File: config.mk
export PLATFORM = sky130hd
export DESIGN_NAME = rev_unmux12_seq
export DESIGN_NICKNAME = d
export VERILOG_FILES = /design/src/rtl/rev_unmux12_seq.sv
export SDC_FILE = /design/constraint.sdc
export NUM_CORES = 1
export LEC_CHECK = 0
export BUFFER_PORTS_ARGS = -buffer_cell sky130_fd_sc_hd__buf_2
export CORE_UTILIZATION = 48
export CTS_CLUSTER_SIZE = 40
export DETAILED_ROUTE_END_ITERATION = 6
export MAX_ROUTING_LAYER = met4
export PLACE_DENSITY = 0.77
export SLEW_MARGIN = 20
export SYNTH_ARGS = -nofsm -noshare
export SYNTH_HDL_FRONTEND = slang
export SYNTH_SLANG_ARGS = --single-unit
File: constraint.sdc
create_clock -name clk -period 2.4 [get_ports clk]
set_clock_uncertainty 0.2 [all_clocks]
set_input_delay 0.36 -clock clk [delete_from_list [all_inputs] [get_ports clk]]
set_output_delay 0.36 -clock clk [all_outputs]
set_load 0.02 [all_outputs]
File: src/rtl/rev_unmux12_seq.sv
// Bit-serial reversible (un)multiplexer: applies A[i]^=S&X[i], B[i]^=~S&X[i] one gate per clock,
// in forward (dir=0) or exact reverse (dir=1) order, so a forward pass can be uncomputed cleanly.
`timescale 1ns/1ps
module rev_unmux12_seq #(
    parameter int WIDTH = 12
) (
    input  logic             clk,
    input  logic             rst_n,
    input  logic             in_valid,
    output logic             in_ready,
    input  logic             dir,
    input  logic [WIDTH-1:0] a_in,
    input  logic [WIDTH-1:0] b_in,
    input  logic             s_in,
    input  logic [WIDTH-1:0] x_in,
    output logic             out_valid,
    input  logic             out_ready,
    output logic [WIDTH-1:0] a_out,
    output logic [WIDTH-1:0] b_out,
    output logic             s_out,
    output logic [WIDTH-1:0] x_out,
    output logic             busy
);

    localparam int IDX_W = (WIDTH > 1) ? $clog2(WIDTH) : 1;
    localparam logic [IDX_W-1:0] IDX_MAX = IDX_W'(WIDTH - 1);

    typedef enum logic [1:0] {
        IDLE = 2'd0,
        STG1 = 2'd1,
        STG2 = 2'd2,
        DONE = 2'd3
    } state_t;

    state_t           state_q, state_d;
    logic [WIDTH-1:0] a_q, a_d;
    logic [WIDTH-1:0] b_q, b_d;
    logic [WIDTH-1:0] x_q, x_d;
    logic             s_q, s_d;
    logic             dir_q, dir_d;
    logic [IDX_W-1:0] idx_q, idx_d;

    // Forward order walks bits upward while idx counts down; reverse order uses idx directly.
    logic [IDX_W-1:0] pos_asc;
    logic [WIDTH-1:0] mask_fwd, mask_rev;
    logic [WIDTH-1:0] s_rep;

    function automatic logic [WIDTH-1:0] bit_mask(input logic [IDX_W-1:0] pos);
        bit_mask = WIDTH'(1) << pos;
    endfunction

    assign pos_asc  = IDX_MAX - idx_q;
    assign mask_fwd = bit_mask(pos_asc);
    assign mask_rev = bit_mask(idx_q);
    assign s_rep    = {WIDTH{s_q}};

    always_comb begin
        state_d = state_q;
        a_d     = a_q;
        b_d     = b_q;
        x_d     = x_q;
        s_d     = s_q;
        dir_d   = dir_q;
        idx_d   = idx_q;
        unique case (state_q)
            IDLE: begin
                if (in_valid) begin
                    a_d     = a_in;
                    b_d     = b_in;
                    x_d     = x_in;
                    s_d     = s_in;
                    dir_d   = dir;
                    idx_d   = IDX_MAX;
                    state_d = STG1;
                end
            end
            STG1: begin
                if (!dir_q) begin
                    a_d = a_q ^ (mask_fwd & x_q & s_rep);
                end else begin
                    b_d = b_q ^ (mask_rev & x_q & ~s_rep);
                end
                if (idx_q == '0) begin
                    idx_d   = IDX_MAX;
                    state_d = STG2;
                end else begin
                    idx_d = idx_q - 1'b1;
                end
            end
            STG2: begin
                if (!dir_q) begin
                    b_d = b_q ^ (mask_fwd & x_q & ~s_rep);
                end else begin
                    a_d = a_q ^ (mask_rev & x_q & s_rep);
                end
                if (idx_q == '0) begin
                    state_d = DONE;
                end else begin
                    idx_d = idx_q - 1'b1;
                end
            end
            DONE: begin
                // Returning to IDLE wins over a simultaneous in_valid; the next accept is one edge later.
                if (out_ready) begin
                    state_d = IDLE;
                end
            end
            default: state_d = IDLE;
        endcase
    end

    always_ff @(posedge clk) begin
        if (!rst_n) begin
            state_q <= IDLE;
            a_q     <= '0;
            b_q     <= '0;
            x_q     <= '0;
            s_q     <= 1'b0;
            dir_q   <= 1'b0;
            idx_q   <= '0;
        end else begin
            state_q <= state_d;
            a_q     <= a_d;
            b_q     <= b_d;
            x_q     <= x_d;
            s_q     <= s_d;
            dir_q   <= dir_d;
            idx_q   <= idx_d;
        end
    end

    assign in_ready  = (state_q == IDLE) & rst_n;
    assign out_valid = (state_q == DONE);
    assign busy      = (state_q == STG1) | (state_q == STG2);
    assign a_out     = a_q;
    assign b_out     = b_q;
    assign s_out     = s_q;
    assign x_out     = x_q;

endmodule

==> results.md <==
- Hold_ws: 0.0916 ns
- Diode count: 0
- Post-CTS Resized: 0
- Post-place instance area: 3420 um2
- Synthesized area: 2950 um2
- Routability cong.: 0.878
- Final hold viol count: 0
- Commonest cells after routing, fill and taps aside: 81 x buf_2, 44 x dfxtp_1, 35 x nand4b_1, 31 x nand2_1, 27 x nor2b_1
- Top_reg_cell synth: dfxtp_1
- Leak: 1.43 nW
- Global Route Usage Sum: 24.3%
- CP required: 2.43 ns
- CP Buf/Inv Count: 1
- Critical Path, Cell by Cell: inv_1 -> ha_1 -> nand2b_1 -> o22ai_1 -> nand4b_1 -> a31oi_1
- Pre-antenna DRT Iters: 5
- Multi-input gate area: 1910 um2
- TritonCTS clock tree: built
- CP Capture Type: flop
- CTS Hold Bufs: 0
- Drt drc: 0
- Seq/Total Area, Yosys: 29.9%
- Drt first-iter violations: 185
- Routed Antenna Nets: 0
- Setup tns final: 0 ns
- Critical path class: flop to flop
- WL/cell: 15.8 um
- Depth of the worst register-to-register path: 6
- Critical Path Slowest Stage Cell: nand2b_1
- Grt total ovfl: 0
- Max cap viols: 0
- Most common cell after layout, fill and taps aside: buf_2
- WL final: 7660 um
- Post-synth net total: 393
- Cell area power density: 1380 nW/um2
- Worst Setup SP: state_q[0]
- Status: finished, final reports clean
- Setup violators final: 0
- Fin crit period: 2.21 ns
- Area Growth Syn to Fin: 20.5%
- First-pass GRT wire length: 12100 um
- Post-CTS Setup Inserts: 0
- Clk_lat worst skew: 0.30 ns
- Vias in the first global route: 2554
- Hold Crit Class: input port to flop
- Unrepaired setup endpoints after global routing: false
- DIE AREA: 6460 um2
- Synthesized area per cell: 8.67 um2
- Critical Path AT: 2.25 ns
- CTS buffer count: 5
- Core area: 5920 um2
- Maximum VDD drop: 752 uV
- Boundary Pins: 82
- Design area: 3550 um2
- R2R Path Start: state_q[0]
- Stages on the worst setup path: 6
- Reg2Reg Capture Point: a_out[9]
- #FFs+latches synth: 44
- Worst R2R Setup Slack: 0.19 ns
- Total clock sinks: 44
- Mean number of vias per cell: 6.07
- Critical Path Source Type: flop
- Number of synthesized flops with an enable pin: 0
- Family with the most delay on the worst path: simple AND/OR/NAND/NOR gates
- Die Width: 80.4 um
- Vias post-DR: 2943
- Initial antenna violation count: 0
- Crit Path Max Fanout: 12
- Storage cell area: 881 um2
- Nets@finish: 462
- Bufs on Longest Clock Path: 2
- Largest net degree at the start of global routing: 60
- Fmax: 452 MHz
- Rel. slew slack: 56.3%
- Crit path capture: a_out[9]
- Period utilization: 92.2%
- Worst Max-Slew Pin Slew: 0.655 ns
- Worst-path clk slew: 0.09 ns
- # H-tree levels: 2
- DP HPWL: 5400 um
- Share of cells above drive strength 1: 25.4%
- Row count: 28
- Clock Root Buffer: clkbuf_8
- Starting Density: 49.8%
- Max Slew Vio Count: 0
- Synth warnings: 0
- Finished Core Util: 60.0%
- Die Height: 80.4 um
- Synth cell types: 39
- Post-synthesis cell count: 340
- PortBufs: 81
- Fillers: 532
- FFs w/ async S/R, synth: 0%
- Slowest cell delay on critical path: 0.42 ns
-- stage by stage --
step                      worst slack (ns)  total power, mW  instances
after floorplan                     0.0146             3.46        340
after global placement               0.259             4.17        477
after detailed placement             0.197             4.25        477
after CTS                            0.180             4.88        485
after global routing               0.00560             5.23        485
final                                0.186             4.90        485
-- state kept, by name, summed over array words and instances, names as in the netlist --
register	flops
x_out	12
b_out	12
s_out	1
idx_q	4
state_q	2
dir_q	1
a_out	12
-- logic make-up after synthesis --
kind of cell / after synthesis / synth area share (%)
AND/OR/NAND/NOR: 147 / 33.4
AO/OA/AOI/OAI: 76 / 17.8
flip-flops: 44 / 29.9
buffers and inverters: 36 / 5.43
multiplexers: 25 / 8.49
adder cells (fa/ha/maj): 11 / 4.67
XOR/XNOR: 1 / 0.297
-- per-layer routing --
layer	vias to the layer above	track usage [%]	wire, um
met5	-	-	0
met4	0	5.89	51
met3	5	4.32	498
met2	117	36.7	3510
met1	1396	33.5	3610
li1	1425	-	-
-- power by group --
part	switching [mW]	internal, mW
clock network	0.263	0.368
registers	0.288	1.01
logic	1.77	1.20
total	2.32	2.58
-- area by class of cell --
type,instances,share of cell area (%)
Timing Repair Buffer,90,14.4
Clock inverter,1,0.846
Tap cell,75,2.64
Clock buffer,7,2.71
Multi-Input combinational cell,260,53.8
Sequential cell,44,24.8
Inverter,8,0.846
-- cell usage after synthesis, types with 2 or more instances --
cell type  number  area share (%)
buf_6           2            0.76
or2_2           2            0.42
nor3_1          2            0.34
nor2b_1        27             5.7
o211a_1         2            0.68
o21ai_0         2            0.34
nand4bb_1       7             2.7
nand2_1        31             3.9
nor2_1          5            0.64
ha_1           11             4.7
dfxtp_1        44              30
nand4b_1       35              10
buf_4           2            0.51
a2111oi_4       2             1.9
nand3b_1       23             5.9
nand3_1         3            0.51
o2111ai_1       2            0.59
mux2i_1        25             8.5
nand2b_1        2            0.42
nand4_1         5             1.1
o22ai_1        24             5.1
buf_2           2            0.34
a21oi_1        14             2.4
clkbuf_1       18             2.3
buf_1           4            0.51
inv_1           8             1.0
a31oi_1        24             5.1
-- worst min path at each step --
| stage | startpoint | endpoint | slack [ns] | depth (start not counted) |
|---|---|---|---|---|
| floorplan | rst_n | idx_q[0] | 0.29 | 1 |
| global placement | x_out[8] | x_out[8] | 0.29 | 2 |
| detailed placement | x_out[9] | x_out[9] | 0.29 | 2 |
| CTS | x_in[4] | x_out[4] | 0.09 | 3 |
| global route | x_in[10] | x_out[10] | 0.09 | 3 |
| finish | x_in[10] | x_out[10] | 0.09 | 3 |
-- worst reg2reg max path, cell delays in order (launching register included) --
cell	delay, ns
dfxtp_1	0.41
inv_1	0.09
ha_1	0.35
nand2b_1	0.42
o22ai_1	0.39
nand4b_1	0.14
a31oi_1	0.16
Note: power is estimated with default switching activity, not from simulation.
